<file path="src/rtl/clk_divider_pkg.sv">
// Shared constants and elaboration helpers for the integer clock divider.
`timescale 1ns/1ps
package clk_divider_pkg;

  localparam int DEFAULT_DIVISOR = 10;
  localparam int MAX_DIVISOR     = 65535;

  // Counter width: enough bits for 0..divisor-1, never narrower than one bit.
  function automatic int unsigned cnt_width(input int divisor);
    if (divisor <= 2) return 1;
    return unsigned'($clog2(divisor));
  endfunction

  // First count value at which the registered phase goes high.
  function automatic int unsigned hi_start(input int divisor);
    if (divisor % 2 == 0) return unsigned'(divisor / 2);
    return unsigned'((divisor + 1) / 2);
  endfunction

endpackage

</file>
<file path="src/rtl/clk_divider.sv">
// Integer clock divider with 50% duty for even and odd ratios.
// Odd ratios stretch the high phase by half a cycle with a falling-edge register.
`timescale 1ns/1ps
module clk_divider
  import clk_divider_pkg::*;
#(
  parameter int DIVISOR = DEFAULT_DIVISOR
) (
  input  logic clk_in,
  input  logic reset,
  output logic clk
);

  localparam int unsigned CNT_W    = cnt_width(DIVISOR);
  localparam int unsigned HI_START = hi_start(DIVISOR);

  logic [CNT_W-1:0] cnt;

  if (DIVISOR < 1 || DIVISOR > MAX_DIVISOR) begin : g_bad_divisor
    $error("clk_divider: DIVISOR %0d outside 1..%0d", DIVISOR, MAX_DIVISOR);
  end

  if (DIVISOR == 1) begin : g_bypass
    // Ratio 1 passes the source through, gated low while in reset.
    assign cnt = '0;
    assign clk = clk_in & reset;
  end else begin : g_div
    logic [CNT_W-1:0] cnt_next;
    logic             p_next;
    logic             p;

    always_comb begin
      cnt_next = cnt + CNT_W'(1);
      if (cnt == CNT_W'(DIVISOR - 1)) cnt_next = '0;
      p_next = (cnt_next >= CNT_W'(HI_START));
    end

    always_ff @(posedge clk_in or negedge reset) begin
      if (!reset) begin
        cnt <= '0;
        p   <= 1'b0;
      end else begin
        cnt <= cnt_next;
        p   <= p_next;
      end
    end

    if (DIVISOR % 2 == 0) begin : g_even
      assign clk = p;
    end else begin : g_odd
      // n trails p by half a cycle; p and n never switch on the same edge.
      logic n;

      always_ff @(negedge clk_in or negedge reset) begin
        if (!reset) n <= 1'b0;
        else        n <= p;
      end

      assign clk = p | n;
    end
  end

endmodule

</file>
<file path="config.mk">
export PLATFORM = sky130hd
export DESIGN_NAME = clk_divider
export DESIGN_NICKNAME = d
export VERILOG_FILES = /design/src/rtl/clk_divider_pkg.sv /design/src/rtl/clk_divider.sv
export SDC_FILE = /design/constraint.sdc
export NUM_CORES = 1
export LEC_CHECK = 0
export BUFFER_PORTS_ARGS = -buffer_cell sky130_fd_sc_hd__buf_2
export CORE_AREA = 2 2 39 41
export CTS_CLUSTER_SIZE = 40
export DETAILED_ROUTE_END_ITERATION = 8
export DIE_AREA = 0 0 41 43
export GPL_TIMING_DRIVEN = 0
export PLACE_DENSITY_LB_ADDON = 0.12
export SLEW_MARGIN = 20
export SYNTH_ARGS = -nofsm -noshare
export SYNTH_HDL_FRONTEND = slang
export SYNTH_SLANG_ARGS = --single-unit
export TNS_END_PERCENT = 20
</file>
<file path="constraint.sdc">
create_clock -name clk_in -period 1.4 [get_ports clk_in]
set_clock_uncertainty 0.2 [all_clocks]
set_input_delay 0.07 -clock clk_in [delete_from_list [all_inputs] [get_ports clk_in]]
set_output_delay 0.07 -clock clk_in [all_outputs]
set_load 0.05 [all_outputs]
</file>
==> results of run 1 <==
[cells by family (layout without fill, tap and decap cells)]
group                     after synthesis  count (layout)  synth area share, %
AOI/OAI and AO/OA                       6               6                 18.4
xor gates and xnor gates                1               1                 3.91
and+or+nand+nor                         4               4                 7.26
muxes                                   1               1                 4.47
buffers and inverters                   4              12                 10.1
DFF                                     5               5                 55.9
[path summary, 6_finish.rpt]
kind / cells past startpoint / slack, ns / from / to
worst max register to register: 4 / 0.24 / cnt[2] / cnt[3]
worst max-delay path: 4 / 0.24 / cnt[2] / cnt[3]
worst min register to register: 1 / 0.35 / cnt[0] / cnt[1]
worst min-delay path: 1 / 0.35 / cnt[0] / cnt[1]
min in group asynchronous: 3 / 0.54 / reset / cnt[3]
max in group asynchronous: 3 / 0.27 / reset / clk
[stage by stage]
step | hold WS [ns] | util, % | std cells | instance area, µm² | setup WS [ns]
floorplan | -0.426 | - | 21 | 224 | 0.282
CTS | 0.352 | 21.7 | 45 | 300 | 0.232
global placement | -0.310 | 18.4 | 39 | 254 | 0.239
global route | 0.384 | 21.7 | 45 | 300 | 0.174
finish | 0.346 | 21.7 | 45 | 300 | 0.240
detailed placement | -0.309 | 18.4 | 39 | 254 | 0.239
[power groups by stage]
stage	clock network, mW	registers [mW]	logic, mW
floorplan	0	0.147	0.0000000476
global placement	0	0.147	0.00391
detailed placement	0	0.147	0.00395
CTS	0.171	0.145	0.00831
global route	0.184	0.145	0.00924
finish	0.164	0.145	0.00787
[layer usage]
layer	wire length (µm)	share of wire (%)	track usage, %
met5	0	0	0
met4	34	9.2	10.0
met3	31	8.4	3.14
met2	162	44	8.44
met1	142	38	6.51
[sequential cells by signal, summed over array words and instances, names as in the netlist]
register	count
cnt	4
clk	1
[worst max-delay path, delay by kind of cell, from the launching register on]
family,cells,cell delay [ns]
flip-flops,1,0.37
AO/OA/AOI/OAI,1,0.23
buffers and inverters,1,0.13
AND/OR/NAND/NOR,1,0.06
multiplexers,1,0.06
[layout by cell type (no fill, tap or decap), types with 2 or more instances in the layout]
cell type | Yosys | routed
dfrtp_1 | 5 | 5
clkbuf_4 | 0 | 3
nand2_1 | 2 | 2
o21ai_0 | 2 | 2
inv_1 | 2 | 2
dlygate4sd3_1 | 0 | 2
buf_2 | 0 | 2
[layout make-up]
cell class                 count  area, µm²  share of cell area, %
timing repair buffer           4       30.0                   10.0
sequential                     5        125                   41.7
multi-input combinational     12       76.3                   25.4
inverter                       3       11.3                   3.75
tap                           16       20.0                   6.67
clock buffer                   4       26.3                   8.75
buffer                         1       11.3                   3.75
[timing repair]
item                       CTS  global route
hold endpoints to repair     5             0
setup endpoints to repair    0             0
hold buffers                 2             0
==> summary.txt, run 1 <==
GRT
  – Largest net degree at the start of global routing: 8
  – Initial antenna violation count: 0
  – Global-route wire length before repair: 717 µm
  – Grt total ovfl: 0
  – Vias in the first global route: 187
  – GRT Total Usage: 6.85%

Yosys
  – Cell taking the most area after synthesis: dfrtp_1
  – Post-synth top cells: dfrtp_1, inv_1, nand2_1, o21ai_0
  – Synth Area per Inst: roughly 11 µm²
  – Asr flop ratio synth: 100%
  – Synthesized cell area: around 220 µm²
  – Synthesized flop and latch total: 5
  – Number of synthesized flops with an enable pin: 0
  – Syn Nets: 23
  – Seq/Total Area, Yosys: about 56%
  – Most used DFF post-synth: dfrtp_1
  – Top cells by area, synth: dfrtp_1, buf_6, mux2i_1
  – Yosys cell types: 14
  – Synth Warn #: 0
  – Post-synth top area share: around 56%
  – Top-count cell post-synth: dfrtp_1
  – Mapped Cells: 21

STA
  – Final setup violating endpoints: 0
  – Maximum clock rate: ~860 MHz
  – Fin. Hold Viols: 0
  – Final worst path period share: between 80 and 90%
  – Worst slew margin: ~84%
  – Crit path time final: 1.16 ns
  – RSZ-0062 raised after global routing: no
  – Fin. max-slew vios: 0
  – Setup TNS Final: 0 ns
  – Least-Margin Pin Slew: between 0.2 and 0.25 ns

Power and ir drop
  – Pwr Total: 0.317 mW
  – Sequential fraction of design power: roughly 46%
  – Internal: 0.257 mW
  – Logic pwr share: 2.5%
  – VDD IR max: between 0.0003 and 0.0004 V
  – Power share of the clock group: roughly half
  – Switching power: between 0.05 and 0.06 mW
  – Leak: ~0.13 nW
  – Cell area power density: roughly 1100 mW/mm²
  – Switching Fraction: 18.9%

Clocking
  – Clock-pin slew on the worst setup and hold paths: about 0.040 ns
  – Total clock sinks: 5
  – Max clock buf depth: 2
  – Setup bufs post-CTS: 0
  – H-tree levels: 1
  – Later-pin clock latency in the skew report: roughly 0.24 ns
  – Post-cts gate resize count: 0
  – TritonCTS clock tree: yes
  – Root buf cell: clkbuf_4
  – Num CTS Buffers: 3

Finish
  – Layout Area Growth over Synthesis: 34.1%
  – Share of cells above drive strength 1: between 20 and 30%
  – Diodes inserted: 0
  – Fill count: 150
  – Nets@finish: 32

Routing
  – Antenna-violating nets left: 0
  – Initial DRT Pass Iterations: 2
  – WL per Instance: ~8.2 µm
  – Residual DRC: 0
  – DR iter-0 viols: 1
  – DR vias/cell: ~4
  – Via Count: approximately 190
  – WL final: about 370 µm

Floorplan
  – Die Area: 0.00176 mm²
  – IO Count: 3
  – CORE AREA: between 0.001 and 0.0015 mm²
  – Initial Utilization: 16.2%
  – Die X: roughly 41 µm
  – # rows: 14
  – Die Ht: 43 µm

Setup path
  – Crit. End Element: flop
  – Worst-path cell chain: buf_6 > nand2_1 > mux2i_1 > a22o_1
  – CP Max Fanout: 7
  – CP Launch Type: flop
  – Crit path largest cell delay: about 0.37 ns
  – Worst EP required: 1.33 ns
  – WP data arrival: approximately 1.1 ns
  – Crit path kind: flop to flop
  – Slowest cell on the critical path: dfrtp_1

Placed design
  – # port buffers: 2
  – GPL Wtd Cong: 0.706

Min path
  – Worst min path class: flop to flop

Outcome
  – Outcome: finished, final reports clean

Flow run
  – Max-cap violations: 0
(Power assumes the default switching activity.)
==> run 2, diff against run 1 <==
- clock period: 1.4 -> 1.21 ns (I/O delays scaled with it)
==> run 2 against run 1 <==
Against the previous run: first-iteration DRC count rose to 3.0 times the previous value; die area unchanged; flip-flop and latch count unchanged; largest cell class unchanged; global-route usage unchanged; clock-buffer cell count unchanged; sequential share of layout area down 1.0 points; utilization up 0.54 points; cell count up 2.2%; critical endpoint unchanged; sequential power up 16%.
==> summary.txt, run 2 (synthesized netlist as in run 1, its figures left out) <==
GRT
  – Initial antenna violation count: 0 (unchanged)
  – Grt met1 use: 6.51% (unchanged)
  – Met2 Usage GRT: 8.44% (unchanged)
  – Grt total ovfl: 0 (unchanged)
  – Met3 usage: 3.14% (unchanged)
  – Vias in the first global route: 187 (unchanged)
  – Most Used Layer, Global Route: met4
  – Global-route wire length before repair: 717 µm (unchanged)
  – Largest net degree at the start of global routing: 8 (unchanged)
  – GRT Total Usage: 6.85% (unchanged)

Floorplan
  – # rows: 14 (unchanged)
  – Initial Utilization: 16.2% (unchanged)
  – Die Ht: 43 µm (unchanged)
  – CORE AREA: 0.00138 mm² (unchanged)
  – Die Area: 0.00176 mm² (unchanged)
  – IO Count: 3 (unchanged)
  – Die X: 41 µm (unchanged)

Clocking
  – Clock-pin slew on the worst setup and hold paths: 0.04 ns (about the same)
  – Root buf cell: clkbuf_4
  – Max clock buf depth: 2 (unchanged)
  – Num CTS Buffers: 3 (unchanged)
  – TritonCTS clock tree: yes
  – Later-pin clock latency in the skew report: 0.24 ns (about the same)
  – Total clock sinks: 5 (unchanged)
  – H-tree levels: 1 (unchanged)

Finish
  – Share of cells above drive strength 1: 30.0% (+2.4 points)
  – Footprint of the multi-input gates: 76.3 µm² (unchanged)
  – Max reg flops: 4 (unchanged)
  – Reg area: 125 µm² (unchanged)
  – Diodes inserted: 0 (unchanged)
  – Most common cell after layout, fill and taps aside: dfrtp_1
  – Nets@finish: 33 (+3.1%)
  – Fill count: 151 (+0.67%)
  – Reg with most FFs: cnt
  – Finished Layout Cells: 46 (+2.2%)
  – Layout Area Growth over Synthesis: 37.4%
  – Commonest non-fill, non-tap cells in the layout: dfrtp_1, clkbuf_4

Setup path
  – CP Launch Type: flop
  – Worst EP required: 1.14 ns (-0.19 ns)
  – CP Max Fanout: 6 (-1)
  – Crit. End Element: flop
  – WP data arrival: 1.06 ns (-0.03 ns)
  – Crit path kind: flop to flop

Power and ir drop
  – VDD IR max: 0.000361 V (+16%)
  – Leak: 0.138 nW (+4.1%)
  – Sequential fraction of design power: 45.7% (about the same)
  – Cell area power density: 1190 mW/mm² (+13%)
  – Switching Fraction: 18.9% (+0.029 points)
  – Logic pwr share: 2.5% (about the same)
  – Power share of the clock group: 51.8% (about the same)
  – Internal: 0.298 mW (+16%)
  – Switching power: 0.0695 mW (+16%)

Routing
  – Via Count: 190 (+2.7%)
  – WL final: 393 µm (+5.9%)
  – WL per Instance: 8.54 µm (+3.6%)
  – Residual DRC: 0 (unchanged)
  – DR vias/cell: 4.13 (+0.47%)
  – Initial DRT Pass Iterations: 4 (+2)
  – Antenna-violating nets left: 0 (unchanged)
  – DR iter-0 viols: 3 (+2)

Min path
  – Worst min path class: flop to flop

STA
  – Final setup violating endpoints: 0 (unchanged)
  – Crit path time final: 1.13 ns (-0.0264 ns)
  – Fin. max-slew vios: 0 (unchanged)
  – Least-Margin Pin Slew: 0.248 ns (unchanged)
  – RSZ-0062 raised after global routing: no
  – Final worst path period share: 93.7% (+11 points)
  – Maximum clock rate: 882 MHz (+2.3%)
  – Fin. Hold Viols: 0 (unchanged)
  – Setup TNS Final: 0 ns (unchanged)
  – Worst slew margin: 83.6% (unchanged)

Outcome
  – Outcome: finished, final reports clean

Placed design
  – GPL Wtd Cong: 0.706 (unchanged)
  – # port buffers: 2 (unchanged)
  – Inst Count DP: 39 (unchanged)

Flow run
  – Max-cap violations: 0 (unchanged)
==> run 2: cell type report <==
type,instances,share of cell area (%)
Buffer,1,3.66
Clock buffer,4,8.54
Inverter,3,3.66
Multi-Input combinational cell,12,24.8
Sequential cell,5,40.7
Tap cell,16,6.50
Timing Repair Buffer,5,12.2
==> run 2: power by group through the flow <==
stage                     Clock, mW  Combinational, mW  Sequential [mW]
after floorplan                   0       0.0000000476            0.170
after global placement            0            0.00453            0.170
after detailed placement          0            0.00457            0.170
after CTS                     0.198            0.00962            0.168
after global routing          0.213             0.0107            0.168
final                         0.190            0.00912            0.168
==> run 2: through the flow <==
stage	setup WS [ns]	cell area, µm²	utilization, %	hold slack (ns)	power (mW)
floorplan	0.0919	224	-	-0.435	0.170
global placement	0.0492	254	18.4	-0.319	0.175
detailed placement	0.0488	254	18.4	-0.318	0.175
CTS	0.0425	300	21.7	0.352	0.376
global route	0.000908	308	22.2	0.384	0.391
finish	0.0767	308	22.2	0.348	0.367
==> run 2: worst max-delay path, cell delays in order, from the launching register on <==
cell	delay [ns]
dfrtp_1	0.37
buf_6	0.13
nand2_1	0.06
mux2i_1	0.06
a22o_1	0.20
==> run 2: timing repair <==
item / 4_1_cts / 5_1_grt
hold buffers: 2 / 0
hold endpoints to repair: 5 / 0
endpoints found under the setup margin: 0 / 1
resized for setup: 0 / 0
setup buffers: 0 / 1
==> run 2: routing by layer <==
metal / share of wire, % / routed length, µm / vias up
li1: - / - / 87
met1: 38 / 150 / 92
met2: 45 / 177 / 7
met3: 7.9 / 31 / 4
met4: 8.7 / 34 / 0
met5: 0 / 0 / -
==> run 2: final timing paths <==
path / endpoint / slack (ns) / start / depth (start not counted)
max: cnt[3] / 0.08 / cnt[2] / 4
min: cnt[1] / 0.35 / cnt[0] / 1
max reg2reg: cnt[3] / 0.08 / cnt[2] / 4
min reg2reg: cnt[1] / 0.35 / cnt[0] / 1
max in group asynchronous: clk / 0.09 / reset / 3
min in group asynchronous: cnt[3] / 0.53 / reset / 3
